## src/rtl/sfu_accum_pool.sv

```systemverilog
// Accumulates per-kij partial-sum vectors into the PSUM SRAM (output-position remapped) and
// reads the accumulated map back as ReLU + 2x2 max/average pooled vectors.
module sfu_accum_pool #(
  parameter int psum_bw = 16,
  parameter int col     = 8,
  parameter int in_dim  = 6,
  parameter int ker     = 3,
  parameter int a_bw    = 4,
  parameter int sat_en  = 0
) (
  input  logic                   clk,
  input  logic                   reset,
  input  logic [3:0]             kij,
  input  logic                   ofifo_valid,
  input  logic [psum_bw*col-1:0] ofifo_data,
  input  logic [psum_bw*col-1:0] Q_pmem,
  output logic                   ren_pmem,
  output logic [a_bw-1:0]        r_A_pmem,
  output logic                   wen_pmem,
  output logic [a_bw-1:0]        w_A_pmem,
  output logic [psum_bw*col-1:0] D_pmem,
  input  logic                   relu_en,
  input  logic                   pool_avg,
  input  logic                   readout_start,
  output logic [psum_bw*col-1:0] readout,
  output logic                   readout_valid,
  output logic                   busy
);

  localparam int OUT_DIM = in_dim - ker + 1;
  localparam int HALF    = OUT_DIM / 2;
  localparam int RC_W    = (in_dim > 1) ? $clog2(in_dim) : 1;
  localparam int HW_W    = (HALF > 1) ? $clog2(HALF) : 1;
  localparam int AW      = psum_bw + 2;

  typedef enum logic [1:0] {S_IDLE, S_ACCUM, S_RDOUT} state_t;

  state_t                 r_state, w_next;
  logic [RC_W-1:0]        r_row, r_col;
  logic                   r_pend, r_first;
  logic [a_bw-1:0]        r_waddr;
  logic [psum_bw*col-1:0] r_data;
  logic [2:0]             r_phase;
  logic [HW_W-1:0]        r_wr, r_wc;
  logic                   r_relu, r_avg;
  logic signed [AW-1:0]   r_acc [col];
  logic [psum_bw*col-1:0] r_readout;
  logic                   r_valid;

  logic                   w_beat, w_hit, w_rd, w_lastWin;
  int                     w_or, w_oc;
  logic [a_bw-1:0]        w_onij, w_rdaddr;
  logic signed [AW-1:0]   w_v [col];
  logic signed [AW-1:0]   w_comb [col];
  logic [psum_bw*col-1:0] w_final;

  // One-extra-bit sum; overflow shows as the top two bits disagreeing.
  function automatic logic [psum_bw-1:0] addLane(input logic [psum_bw-1:0] a,
                                                 input logic [psum_bw-1:0] b);
    logic [psum_bw:0] s;
    s = {a[psum_bw-1], a} + {b[psum_bw-1], b};
    if (sat_en != 0 && s[psum_bw] != s[psum_bw-1])
      return s[psum_bw] ? {1'b1, {(psum_bw-1){1'b0}}} : {1'b0, {(psum_bw-1){1'b1}}};
    return s[psum_bw-1:0];
  endfunction

  always_comb begin
    w_beat    = ofifo_valid && (r_state != S_RDOUT) && !reset;
    w_or      = int'(r_row) - int'(kij) / ker;
    w_oc      = int'(r_col) - int'(kij) % ker;
    w_hit     = w_beat && (w_or >= 0) && (w_or < OUT_DIM) && (w_oc >= 0) && (w_oc < OUT_DIM);
    w_onij    = a_bw'(w_or * OUT_DIM + w_oc);
    w_rd      = (r_state == S_RDOUT) && (r_phase < 3'd4) && !reset;
    w_rdaddr  = a_bw'((2 * int'(r_wr) + int'(r_phase[1])) * OUT_DIM
                      + 2 * int'(r_wc) + int'(r_phase[0]));
    w_lastWin = (r_wr == HW_W'(HALF - 1)) && (r_wc == HW_W'(HALF - 1));
  end

  always_comb begin
    ren_pmem = w_rd || (w_hit && kij != 4'd0);
    r_A_pmem = '0;
    if (w_rd)
      r_A_pmem = w_rdaddr;
    else if (w_hit && kij != 4'd0)
      r_A_pmem = w_onij;
    wen_pmem = r_pend && !reset;
    w_A_pmem = wen_pmem ? r_waddr : '0;
    D_pmem   = '0;
    if (wen_pmem)
      for (int i = 0; i < col; i++)
        D_pmem[i*psum_bw +: psum_bw] = r_first ? r_data[i*psum_bw +: psum_bw]
                                      : addLane(Q_pmem[i*psum_bw +: psum_bw],
                                                r_data[i*psum_bw +: psum_bw]);
  end

  // Pooling datapath works in psum_bw+2 bits so a four-term sum cannot overflow.
  always_comb begin
    w_final = '0;
    for (int i = 0; i < col; i++) begin
      w_v[i] = {{2{Q_pmem[i*psum_bw + psum_bw - 1]}}, Q_pmem[i*psum_bw +: psum_bw]};
      if (r_relu && w_v[i] < 0)
        w_v[i] = '0;
      if (r_avg)
        w_comb[i] = r_acc[i] + w_v[i];
      else
        w_comb[i] = (w_v[i] > r_acc[i]) ? w_v[i] : r_acc[i];
      w_final[i*psum_bw +: psum_bw] = r_avg ? psum_bw'(w_comb[i] >>> 2) : psum_bw'(w_comb[i]);
    end
  end

  always_comb begin
    w_next = r_state;
    case (r_state)
      S_IDLE:  if (ofifo_valid) w_next = S_ACCUM;
               else if (readout_start) w_next = S_RDOUT;
      S_ACCUM: if (!ofifo_valid && !r_pend) w_next = S_IDLE;
      S_RDOUT: if (r_phase == 3'd4 && w_lastWin) w_next = S_IDLE;
      default: w_next = S_IDLE;
    endcase
  end

  always_ff @(posedge clk) begin
    if (reset) r_state <= S_IDLE;
    else       r_state <= w_next;
  end

  always_ff @(posedge clk) begin
    if (reset) begin
      r_row   <= '0;
      r_col   <= '0;
      r_pend  <= 1'b0;
      r_first <= 1'b0;
      r_waddr <= '0;
      r_data  <= '0;
    end else begin
      r_pend  <= w_hit;
      r_first <= (kij == 4'd0);
      r_waddr <= w_onij;
      r_data  <= ofifo_data;
      if (w_beat) begin
        if (r_col == RC_W'(in_dim - 1)) begin
          r_col <= '0;
          r_row <= (r_row == RC_W'(in_dim - 1)) ? '0 : r_row + 1'b1;
        end else begin
          r_col <= r_col + 1'b1;
        end
      end
    end
  end

  // Phases 0-3 issue reads; phases 1-4 fold the returning data; phase 4 publishes.
  always_ff @(posedge clk) begin
    if (reset) begin
      r_phase   <= '0;
      r_wr      <= '0;
      r_wc      <= '0;
      r_relu    <= 1'b0;
      r_avg     <= 1'b0;
      r_readout <= '0;
      r_valid   <= 1'b0;
      for (int i = 0; i < col; i++) r_acc[i] <= '0;
    end else begin
      r_valid <= 1'b0;
      if (r_state == S_IDLE && w_next == S_RDOUT) begin
        r_relu  <= relu_en;
        r_avg   <= pool_avg;
        r_phase <= '0;
        r_wr    <= '0;
        r_wc    <= '0;
      end else if (r_state == S_RDOUT) begin
        for (int i = 0; i < col; i++)
          r_acc[i] <= (r_phase == 3'd1) ? w_v[i] : w_comb[i];
        if (r_phase == 3'd4) begin
          r_phase   <= '0;
          r_valid   <= 1'b1;
          r_readout <= w_final;
          if (r_wc == HW_W'(HALF - 1)) begin
            r_wc <= '0;
            r_wr <= r_wr + 1'b1;
          end else begin
            r_wc <= r_wc + 1'b1;
          end
        end else begin
          r_phase <= r_phase + 1'b1;
        end
      end
    end
  end

  assign busy          = (r_state != S_IDLE);
  assign readout       = r_readout;
  assign readout_valid = r_valid;

endmodule
```

## config.mk

```make
export PLATFORM = sky130hd
export DESIGN_NAME = sfu_accum_pool
export DESIGN_NICKNAME = d
export VERILOG_FILES = /design/src/rtl/sfu_accum_pool.sv
export SDC_FILE = /design/constraint.sdc
export NUM_CORES = 2
export LEC_CHECK = 0
export BUFFER_PORTS_ARGS = -buffer_cell sky130_fd_sc_hd__clkbuf_2
export CAP_MARGIN = 20
export CORE_ASPECT_RATIO = 2
export CORE_MARGIN = 1.5
export CORE_UTILIZATION = 33
export DETAILED_ROUTE_END_ITERATION = 12
export GPL_TIMING_DRIVEN = 0
export PLACE_DENSITY = 0.53
export REMOVE_ABC_BUFFERS = 1
export SLEW_MARGIN = 20
export SYNTH_ARGS = -nofsm -noshare
export SYNTH_HDL_FRONTEND = slang
export SYNTH_SLANG_ARGS = --single-unit
export TNS_END_PERCENT = 1
```

## constraint.sdc

```tcl
create_clock -name clk -period 12.78 [get_ports clk]
set_clock_uncertainty 0.2 [all_clocks]
set_input_delay 3.195 -clock clk [delete_from_list [all_inputs] [get_ports clk]]
set_output_delay 3.195 -clock clk [all_outputs]
set_load 0.02 [all_outputs]
```

==> results by group <==
Finish
  – Area growth from synthesis to layout: 18.1%
  – FF/Latch Area: between 9000 and 10000 µm²
  – Cell Count, Final, Fillers Out: 6629
  – Filler instances: roughly 12000
  – Multi-input logic area: roughly 25000 µm²
  – Commonest non-fill, non-tap cell in the layout: clkbuf_2
  – Nets: between 5000 and 6000
  – Layout cells sized above 1: between 10 and 15%
  – Commonest non-fill, non-tap cells in the layout: clkbuf_2 (532), nor2_1 (469), ha_1 (414)
  – Design Area, Final: approximately 43000 µm²

Clocking
  – Worst-path clk slew: around 60 ps
  – H-tree depth: 2
  – TritonCTS clock tree: built
  – Postcts setup bufs: 0
  – CTS max path bufs: 3
  – Sink Count: about 420
  – Gates resized, CTS repair: 0
  – Worst-Skew Late Latency: approximately 650 ps
  – CTS Buf Count: 50
  – Root Driver: clkbuf_16
  – # hold bufs at CTS: 0

Drt
  – Via Count: around 35000
  – Initial DRC count: 1734
  – Final wirelength: between 100000 and 150000 µm
  – WL/cell: slightly above 20 µm
  – Antenna-violating nets left: 0
  – Post-DR vias/cell: 5.35
  – Drt drc: 0
  – Pre-Repair DR Iteration Count: 5

Synth
  – Yosys top cell area share: 15.1%
  – Post-synthesis cell count: 4691
  – Post-Synthesis Cell Area: 36700 µm²
  – Ys async rst share: 0%
  – Syn Area/Cell: ~7.8 µm²
  – Unique masters post-synth: 92
  – Yosys warnings: 0
  – Register bit total from synthesis: about 420
  – Post-synthesis sequential area ratio: 26.9%
  – Cell taking the most area after synthesis: dfxtp_1
  – Top FF cell, synth: dfxtp_1
  – Synth top area cells: dfxtp_1 (15%), ha_1 (14%), edfxtp_1 (12%)
  – EDFF count, synth: 144

Timing
  – Pins over their slew limit: 0
  – Period utilization: 90.7%
  – # setup viols final: 0
  – Slew HR: 26.8%
  – Fin crit period: about 12000 ps
  – Setup_tns: 0 ps
  – Final Hold Vio Count: 0
  – Fmax: 86.3 MHz
  – Worst Tran Pin Value: between 1000 and 1500 ps
  – Unrepaired setup endpoints after global routing: no

Critical path
  – R2r endpoint: r_acc[1][65]$_SDFFCE_PP0P_
  – CP Class: input port to output port
  – CP required: between 9000 and 10000 ps
  – Worst R2R Start: r_relu$_SDFFE_PP0P_
  – Slowest CP cell: fa_1
  – CP arrival: a little over 8000 ps
  – Reg2Reg Depth: 13
  – Crit-path most repeated cell: ha_1
  – R2R Setup Slk: 8000 ps
  – Critical path capture point type: output port
  – Critical path cell sequence: clkbuf_2, inv_1, nor2_1, ha_1, a21boi_1, or3_1, a21oi_1, ha_1, nand2b_1, nand3b_4, ha_1, fa_1, fa_1, nor3b_1, nand2_1, nor4_1, o211ai_1, nor4b_2, a21oi_2, o21ai_1, clkbuf_2
  – Max incr delay on CP: 490 ps
  – Critical path startpoint category: input port
  – CP max FO: 11

Job
  – Max cap viols: 0

Worst hold path
  – Hold Path Stages: 2
  – WHS Endpoint: readout[3]$_SDFFE_PP0P_
  – Worst Hold Launch: readout[3]$_SDFFE_PP0P_
  – Worst hold path type: flip-flop to flip-flop

Die
  – Core box area: between 100000 and 150000 µm²
  – Die area: 113000 µm²
  – Die W: between 200 and 250 µm
  – # IOs: 534
  – Initial Util: between 30% and 40%
  – Row cnt: 173
  – Die height: around 470 µm

Global routing
  – Initial antenna violation count: 9
  – GRT Total Usage: between 20% and 30%
  – First-pass GRT wire length: just over 200000 µm
  – Largest net degree at the start of global routing: 87
  – Total grt overflow: 0
  – Vias in the first global route: 36000

Place
  – Area after DPL: 41700 µm²
  – Post-Place Cells: roughly 6500
  – GPL Wtd Cong: a little under 0.9
  – Port-buffer cells: between 500 and 600
  – Detail Placement HPWL: ~110000 µm

Run status
  – Status: complete, no violations

Pwr
  – Maximum vdd ir drop: between 100 and 150 µV
  – Leak: 0.0190 µW
  – Pwr Density: 106 nW/µm²
  – Tot Pwr: roughly 4600 µW
flip-flops by register name, indices dropped and copies added, names as in the netlist:
register	flops
readout_valid	1
r_phase	3
r_wc	1
r_waddr	4
r_pend	1
r_col	3
r_avg	1
r_first	1
r_data	128
r_row	3
r_relu	1
r_state	2
readout	128
r_wr	1
r_acc	144
per-layer routing:
layer,GRT usage [%],vias up,part of all wire [%]
met3,4.40,244,5.9
met2,43.6,940,50
met1,26.5,16900,40
met4,9.02,8,3.7
met5,0,-,0.043
li1,-,17400,-
area by class of cell:
cell class                 instances  share of cell area, %
antenna                            4                 0.0231
clock buffer                      68                   3.18
clock inverter                    26                  0.606
inverter                         328                   2.87
multi-input combinational       3714                   57.3
sequential                       422                   22.8
tap                             1487                   4.29
timing repair buffer             580                   8.89
metrics by stage:
stage	setup slack (ps)	util (%)	hold slack, ps
after CTS	1190	39.1	258
after floorplan	1620	-	227
after detailed placement	1220	37.7	247
final	1190	39.1	256
after global placement	-13370	36.4	240
after global routing	711	39.1	271
power by group:
part / total, µW / internal [µW] / switching [µW]
Combinational: 1550 / 641 / 909
Clock: 1530 / 841 / 692
Sequential: 1520 / 1470 / 53.1
Total: 4610 / 2950 / 1650
how the worst max path moves through the flow:
stage                     startpoint     endpoint  slack [ps]
after floorplan                reset   D_pmem[12]        1620
after global placement         reset   D_pmem[10]      -13370
after detailed placement      kij[2]  r_A_pmem[2]        1220
after CTS                     kij[2]  r_A_pmem[2]        1190
after global routing          kij[2]  r_A_pmem[2]         710
final                         kij[2]  r_A_pmem[2]        1190
kinds of logic after synthesis:
family	share of synthesized area, %
buffers and inverters	5.78
adder cells (fa/ha/maj)	15.1
AND/OR/NAND/NOR	21.8
multiplexers	3.65
flip-flops	26.9
XOR/XNOR	4.60
AO/OA/AOI/OAI	22.1
cell usage after synthesis, types with 53 or more instances:
cell type	instances
nand3_1	96
a21oi_1	379
and2_1	122
nor2_1	473
nand2b_1	59
a31oi_1	112
ha_1	414
nor2b_1	205
xnor2_1	125
nor3_1	118
inv_1	327
xor2_1	68
o211ai_1	53
edfxtp_1	144
dfxtp_1	278
clkbuf_1	178
o21ai_0	308
nand2_1	417
mux2i_1	97
worst max-delay path, delay by kind of cell:
kind | cells | cell delay (ps)
compound gates | 5 | 910
fa+ha+maj | 5 | 1660
buf+inv | 3 | 530
simple gates | 8 | 1900
Note: power is estimated with default switching activity, not from simulation.
